$ cat src/rtl/uart_word_matcher.sv
// Sliding-window word detector on a UART byte stream, with a retriggerable hold timer,
// a saturating match counter and ASCII output for a 7-segment display encoder.
module uart_word_matcher #(
  parameter int                    WORD_LEN    = 5,
  parameter logic [WORD_LEN*8-1:0] WORD        = "HELLO",
  parameter bit                    CASE_INSENS = 1'b1,
  parameter bit                    FILTER_CTRL = 1'b1,
  parameter int                    HOLD_CYCLES = 50000000,
  parameter int                    DISP_DIGITS = 6,
  parameter int                    CNT_W       = 8
) (
  input  logic                     clk,
  input  logic                     rst,
  input  logic [7:0]               rx_data,
  input  logic                     rx_valid,
  input  logic                     clear,
  output logic                     match_pulse,
  output logic                     matched,
  output logic [CNT_W-1:0]         match_count,
  output logic [DISP_DIGITS*8-1:0] disp_data
);

  localparam int TW = $clog2(HOLD_CYCLES + 1);

  if (WORD_LEN < 1 || WORD_LEN > DISP_DIGITS || HOLD_CYCLES < 1) begin : g_bad_param
    $error("uart_word_matcher: need 1 <= WORD_LEN <= DISP_DIGITS and HOLD_CYCLES >= 1");
  end

  function automatic logic [7:0] fold(input logic [7:0] b);
    if (CASE_INSENS && b >= 8'h61 && b <= 8'h7A) return b - 8'h20;
    return b;
  endfunction

  function automatic logic [WORD_LEN*8-1:0] fold_word(input logic [WORD_LEN*8-1:0] w);
    logic [WORD_LEN*8-1:0] r;
    for (int i = 0; i < WORD_LEN; i++) r[i*8 +: 8] = fold(w[i*8 +: 8]);
    return r;
  endfunction

  localparam logic [WORD_LEN*8-1:0] WORD_F = fold_word(WORD);

  function automatic logic [DISP_DIGITS*8-1:0] hold_disp();
    logic [DISP_DIGITS*8-1:0] d;
    d = {DISP_DIGITS{8'h2E}};
    d[WORD_LEN*8-1:0] = WORD_F;
    return d;
  endfunction

  localparam logic [DISP_DIGITS*8-1:0] HOLD_DISP = hold_disp();

  typedef enum logic {HUNT, HOLD} state_t;

  state_t                   state, state_n;
  logic [TW-1:0]            timer, timer_n;
  logic [DISP_DIGITS*8-1:0] hist, hist_n;
  logic [7:0]               byte_f;
  logic                     accept, hit;

  // The match window is simply the newest WORD_LEN bytes of the display history.
  always_comb begin
    byte_f     = fold(rx_data);
    accept     = rx_valid && !clear && (!FILTER_CTRL || rx_data >= 8'h20);
    hist_n     = hist << 8;
    hist_n[7:0] = byte_f;
    hit        = accept && (hist_n[WORD_LEN*8-1:0] == WORD_F);
    state_n    = state;
    timer_n    = timer;
    case (state)
      HUNT: if (hit) begin
        state_n = HOLD;
        timer_n = TW'(HOLD_CYCLES - 1);
      end
      HOLD: begin
        if (hit)              timer_n = TW'(HOLD_CYCLES - 1);
        else if (timer == '0) state_n = HUNT;
        else                  timer_n = timer - TW'(1);
      end
      default: state_n = HUNT;
    endcase
  end

  always_ff @(posedge clk or posedge rst) begin
    if (rst) begin
      state       <= HUNT;
      timer       <= '0;
      hist        <= '0;
      match_pulse <= 1'b0;
      match_count <= '0;
    end else if (clear) begin
      state       <= HUNT;
      timer       <= '0;
      hist        <= '0;
      match_pulse <= 1'b0;
      match_count <= '0;
    end else begin
      state       <= state_n;
      timer       <= timer_n;
      match_pulse <= hit;
      if (accept) hist <= hist_n;
      if (hit && match_count != '1) match_count <= match_count + CNT_W'(1);
    end
  end

  assign matched = (state == HOLD);

  // Digits never written (0x00) show as blanks.
  always_comb begin
    disp_data = '0;
    for (int d = 0; d < DISP_DIGITS; d++) begin
      if (state == HOLD)              disp_data[d*8 +: 8] = HOLD_DISP[d*8 +: 8];
      else if (hist[d*8 +: 8] == '0) disp_data[d*8 +: 8] = 8'h20;
      else                            disp_data[d*8 +: 8] = hist[d*8 +: 8];
    end
  end

endmodule

$ cat config.mk
export PLATFORM = sky130hd
export DESIGN_NAME = uart_word_matcher
export DESIGN_NICKNAME = d
export VERILOG_FILES = /design/src/rtl/uart_word_matcher.sv
export SDC_FILE = /design/constraint.sdc
export NUM_CORES = 1
export LEC_CHECK = 0
export BUFFER_PORTS_ARGS = -buffer_cell sky130_fd_sc_hd__clkbuf_2
export CELL_PAD_IN_SITES_DETAIL_PLACEMENT = 1
export CELL_PAD_IN_SITES_GLOBAL_PLACEMENT = 2
export CORE_ASPECT_RATIO = 0.75
export CORE_MARGIN = 3
export CORE_UTILIZATION = 33
export CTS_CLUSTER_DIAMETER = 50
export DETAILED_ROUTE_END_ITERATION = 10
export PLACE_DENSITY = 0.82
export SLEW_MARGIN = 20
export SYNTH_ARGS = -nofsm -noshare
export SYNTH_HDL_FRONTEND = slang
export SYNTH_SLANG_ARGS = --single-unit
$ cat constraint.sdc
create_clock -name clk -period 2.39 [get_ports clk]
set_clock_uncertainty 0.1 [all_clocks]
set_input_delay 0.1195 -clock clk [delete_from_list [all_inputs] [get_ports clk]]
set_output_delay 0.1195 -clock clk [all_outputs]
set_load 0.02 [all_outputs]
Yosys cells after proc, flatten, opt, wreduce, memory -nomap -nowiden
Cells that the tools add are included.
{"block": "op_classes", "add_sub_neg": 3, "multipliers": 0, "div_mod_pow": 0, "order_cmp": 3, "eq_ne": 4, "shifts": 0, "muxes": 30, "n_bitwise": 1, "reduce_logical": 16}
{"cell": "$mux W8", "count": 16}
{"cell": "$mux W26", "count": 4}
{"cell": "$mux W48", "count": 2}
{"cell": "$pmux W26 S2", "count": 1}
{"cell": "$logic_not A8 Y1", "count": 6}
{"cell": "$eq A40 B39 Y1 const B", "count": 1}
{"cell": "$logic_not A26 Y1", "count": 1}
{"cell": "$sub A26 B1 Y26 const B", "count": 1}
{"cell": "$add A8 B1 Y8 const B", "count": 1}
{"cell": "$ge A8 B6 Y1 const B", "count": 1}
{"cell": "$ge A8 B7 Y1 const B", "count": 1}
{"cell": "$le A8 B7 Y1 const B", "count": 1}
{"cell": "$ne A8 B8 Y1 const B", "count": 1}
{"cell": "$sub A8 B6 Y8 const B", "count": 1}
{"cell": "$mux W1", "count": 6}
{"cell": "$logic_and A1 B1 Y1", "count": 5}
{"cell": "$ne A4 B4 Y1 const B", "count": 1}
{"cell": "$reduce_bool A2 Y1", "count": 2}
{"cell": "$ne A3 B3 Y1 const B", "count": 1}
{"cell": "$pmux W1 S2", "count": 1}
{"cell": "$reduce_and A2 Y1", "count": 1}
{"cell": "$logic_not A1 Y1", "count": 1}
{"cell": "$not A1 Y1", "count": 1}
{"block": "word_totals", "reg_bits": 84, "latchBits": 0, "ram_bits": 0, "romBits": 0, "input_bits": 12, "out_inout_bits": 58, "wordCells": 62, "mem_count": 0}

Logic depth before layout (Yosys ltp)
{"block": "logic_depth", "ltp_word": 9, "ltp_mapped": 9, "depth_no_buf": 7}

Worst setup path after synthesis
Ideal clock, no wire load.
{"block": "synth_path", "kind": "register -> register", "startpoint": "reg hist[17]", "endpoint": "reg match_count[0]", "arrival_ns": 2.351, "required_ns": 2.162, "slack_ns": -0.188, "path_stages_with_launch": 6, "path_buffers": 0, "cell_sequence": "dfrtp_1 > or4_4 > or4_4 > nor3_4 > and4_1 > mux2_1"}
{"block": "synth_via", "elab_chain_cells": 4}
{"item": "from (decl)", "line_no": "55", "source": "logic [DISP_DIGITS*8-1:0] hist, hist_n;"}
{"item": "from (signal assigned)", "line_no": "99", "source": "if (accept) hist <= hist_n;"}
{"item": "$eq A40 B39 Y1", "line_no": "65", "source": "hit = accept && (hist_n[WORD_LEN*8-1:0] == WORD_F);"}
{"item": "$logic_and A1 B1 Y1", "line_no": "65"}
{"item": "$logic_and A1 B1 Y1", "line_no": "100", "source": "if (hit && match_count != '1) match_count <= match_count + CNT_W'(1);"}
{"item": "$reduce_bool A2 Y1 (no source line)"}
{"item": "to (signal assigned)", "line_no": "100"}
{"item": "to (decl)", "line_no": "19", "source": "output logic [CNT_W-1:0] match_count,"}
Every way passes these cells.
A chain may end at the register's enable or synchronous reset.

Worst setup path after layout
{"block": "layout_path", "startpoint": "reg timer[1]", "endpoint": "reg timer[1]"}
{"block": "layout_via", "elab_chain_cells": 5, "word_cells_on_any_way": 8, "classes_between": "add/sub (1); eq/ne (1); mux (4); reduce/logical (2)"}
{"item": "from (decl)", "line_no": "54", "source": "logic [TW-1:0] timer, timer_n;"}
{"item": "from (signal assigned)", "line_no": "97", "source": "timer <= timer_n;"}
{"item": "$sub A26 B1 Y26", "line_no": "76", "source": "else timer_n = timer - TW'(1);"}
{"item": "$mux W26", "line_no": "75", "source": "else if (timer == '0) state_n = HUNT;"}
{"item": "$mux W26", "line_no": "74", "source": "if (hit) timer_n = TW'(HOLD_CYCLES - 1);"}
{"item": "$pmux W26 S2", "line_no": "68", "source": "case (state)"}
{"item": "$mux W26", "line_no": "89", "source": "end else if (clear) begin"}
Parallel ways exist; a longest one is shown, timed or not. The select of a mux whose other input is x is not followed.

==> impl_metrics.json <==
{
  "drc_errors": 0,
  "antenna_found_initial": 0,
  "worstRegToRegCells": 8,
  "multi_input_area_sq_mm": 0.00252,
  "min_from": "rx_data[3]",
  "cts_tree": "done",
  "io_buffer_count": 69,
  "htreeDepth": 3,
  "end_kind": "flip-flop",
  "worst_slack_ps": -97.8,
  "worst_path_max_delay_cell": "or4_4",
  "synth_largest_area_cell": "dfrtp_1",
  "seq_area_sq_mm": 0.00210,
  "syn-cell-area_sq_mm": 0.00454,
  "wl_per_cell_microns": 19.8,
  "cap_violations": 0,
  "start_util_pct": 34.4,
  "min_path_type": "input pin to flip-flop",
  "clk_pin_slew_ps": 60,
  "max_freq_ghz": 0.402,
  "fin_area_sq_mm": 0.00632,
  "violations": "negative setup slack",
  "final_common_cell": "dfrtp_1",
  "synth_edf_count": 0,
  "synthDistinctLibCells": 62,
  "power.density_mw_per_mm2": 530,
  "vias_per_cell": 5.69,
  "ant_nets": 0,
  "grt_pass1_wl_microns": 25000,
  "yosysWarnings": 0,
  "dpl.cell_count": 736,
  "cts_buffer_depth": 2,
  "period_share_pct": 104,
  "hold_ws_ps": 11.0,
  "relSlewSlack_pct": 47.9,
  "cts_inserted_buffers": 9,
  "r2r_slack_ps": -100,
  "yosysSeqAreaShare_pct": 46.3,
  "drt-initial-drc-count": 297,
  "synthArstFlopShare_pct": 100,
  "path_cells": "inv_2, ha_4, or4b_4, or4_4, o31ai_4, buf_6, mux2i_1, a21o_1",
  "ys_ff_latch": 84,
  "final_cell_mix": "dfrtp_1 (84), buf_4 (78), clkbuf_2 (69)",
  "endpoint": "timer[1]",
  "fin_util_pct": 47.9,
  "drt_pass1_iterations": 4,
  "synth_cells": 450,
  "worst_pin_slew_ps": 782,
  "timing.rr.end": "timer[1]",
  "p_leak_uw": 0.00322,
  "setup_viol": 14,
  "crit_path_max_incr_delay_ps": 520,
  "die_y_microns": 108,
  "insertion_delay_ps": 350,
  "synthToLayoutAreaGrowth_pct": 39.4,
  "die_area_sq_mm": 0.0152,
  "io_pins": 70,
  "design.core.area_sq_mm": 0.0132,
  "maxSlewViolCount": 0,
  "grt-ovfl-total": 0,
  "grt_max_degree": 52,
  "worst_setup_path_start_kind": "flip-flop",
  "synth_fp_nets": 466,
  "dpl_cell_area_sq_mm": 0.00560,
  "cts.sinks": 84,
  "vdd_drop_max_uv": 326,
  "synth_area_leaders": "dfrtp_1 (46%), a22o_1 (9.1%), nor2b_1 (3.6%)",
  "gp_congestion": 0.819,
  "critPathMaxFanout": 5,
  "hold_violations": 0,
  "synth-main-ff-cell": "dfrtp_1",
  "drive_gt1_share_pct": 41.0,
  "worst-setup-path-type": "flip-flop to flip-flop",
  "vias": 4395,
  "layout.cells.non_filler": 773,
  "n_fill_cell": 1467,
  "root_buffer": "clkbuf_16",
  "dp_hpwl_microns": 10500,
  "layout.nets": 613,
  "grtUsageTotal_pct": 20.5,
  "r2r_start": "timer[1]",
  "wl_microns": 15300,
  "die_x_microns": 141,
  "arrival_ps": 2670,
  "avgSynthCellArea_sq_um": 10.1,
  "critPathLaunch": "timer[1]",
  "rsz0062_at_grt": "true",
  "grt_pass1_vias": 4616,
  "synth_top_area_share_pct": 46.3,
  "n_antenna_cell": 0,
  "worstPathRequired_ps": 2580,
  "post-route-min-period_ps": 2490,
  "status": "finished, violations left",
  "design_power_total_uw": 3350,
  "worstHoldPathCells": 2,
  "rows": 36
}
[routing by layer]
layer | track usage, % | routed length, microns | part of all wire, % | vias up
met5 | 0 | 0 | 0 | -
met4 | 5.34 | 172 | 1.1 | 0
met3 | 4.26 | 832 | 5.4 | 16
met2 | 31.6 | 6980 | 46 | 111
met1 | 29.4 | 7340 | 48 | 2243
li1 | - | - | - | 2025
[synthesized netlist by cell type, types with 2 or more instances]
| library cell | n |
|---|---|
| a211o_1 | 2 |
| a211oi_1 | 2 |
| a21o_1 | 2 |
| a21oi_1 | 10 |
| a22o_1 | 47 |
| a31oi_1 | 7 |
| and2_1 | 3 |
| and3_1 | 4 |
| and4_1 | 3 |
| buf_1 | 2 |
| buf_2 | 2 |
| clkbuf_1 | 22 |
| dfrtp_1 | 84 |
| ha_1 | 4 |
| inv_1 | 8 |
| mux2_1 | 2 |
| mux2i_1 | 6 |
| nand2_1 | 14 |
| nand3_1 | 21 |
| nand3b_1 | 2 |
| nand4_1 | 8 |
| nand4b_1 | 6 |
| nor2_1 | 27 |
| nor2b_1 | 26 |
| nor3_1 | 8 |
| nor4_1 | 14 |
| o211a_1 | 2 |
| o211ai_1 | 6 |
| o21ai_0 | 6 |
| o21ai_1 | 2 |
| o21bai_1 | 2 |
| o311ai_0 | 4 |
| o311ai_1 | 2 |
| o31ai_1 | 5 |
| or2_2 | 25 |
| or3_1 | 11 |
| or4_1 | 18 |
| or4_4 | 3 |
| xnor2_1 | 4 |
| xor2_1 | 2 |
[timing repair]
action | 4_1_cts | 5_1_grt
hold buffers | 3 | 0
gates resized for setup | 27 | 30
cloned | 1 | 1
buffers inserted | 7 | 9
pin swaps | 11 | 11
endpoints found under the hold margin | 40 | 0
setup endpoints to repair | 30 | 81
[power breakdown]
group | leakage, uW | switching (uW) | internal, uW
combinational | 0.00189 | 204 | 117
sequential | 0.00117 | 17.0 | 1440
clock | 0.000161 | 642 | 933
[sequential cells by signal, summed over array words and instances, names as in the netlist]
name and count:
match_count 8, match_pulse 1, matched 1, timer 26, hist 48
[layout make-up]
cell class                      instances  share of cell area (%)
Clock buffer                            9                    3.56
Timing Repair Buffer                  164                    17.9
Sequential cell                        84                    33.2
Multi-Input combinational cell        330                    39.8
Tap cell                              171                    3.38
Inverter                                8                   0.495
Clock inverter                          7                    1.64
[cells by family (layout without fill, tap and decap cells)]
| kind of cell | after synthesis | in the layout | share of synthesized area, % |
|---|---|---|---|
| AND/OR/NAND/NOR | 200 | 200 | 26.8 |
| AO/OA/AOI/OAI | 112 | 112 | 19.4 |
| flip-flops | 84 | 84 | 46.3 |
| buffers and inverters | 36 | 188 | 3.37 |
| multiplexers | 8 | 8 | 1.82 |
| XOR/XNOR | 6 | 6 | 1.16 |
| adder cells (fa/ha/maj) | 4 | 4 | 1.10 |
[through the flow]
stage                     TNS [ps]  setup WS (ps)
after floorplan               -363          -83.9
after CTS                     -421          -87.0
after global placement        -577           -102
after detailed placement     -1830           -209
after global routing         -2940           -175
final                         -594          -97.8
[worst max-delay path: cells and delay by family (launching register included)]
family | cells | cell delay, ps
and+or+nand+nor | 2 | 980
AOI/OAI and AO/OA | 2 | 390
DFF | 1 | 380
buffers and inverters | 2 | 250
muxes | 1 | 200
adders and majority gates | 1 | 130
[how the worst min path moves through the flow]
stage                          end  slack, ps
finish                     hist[3]         10
global route               hist[3]          4
CTS                        hist[3]        0.2
detailed placement  match_count[5]        160
global placement    match_count[5]        150
floorplan                  hist[0]        160
Note: power is estimated with default switching activity, not from simulation.
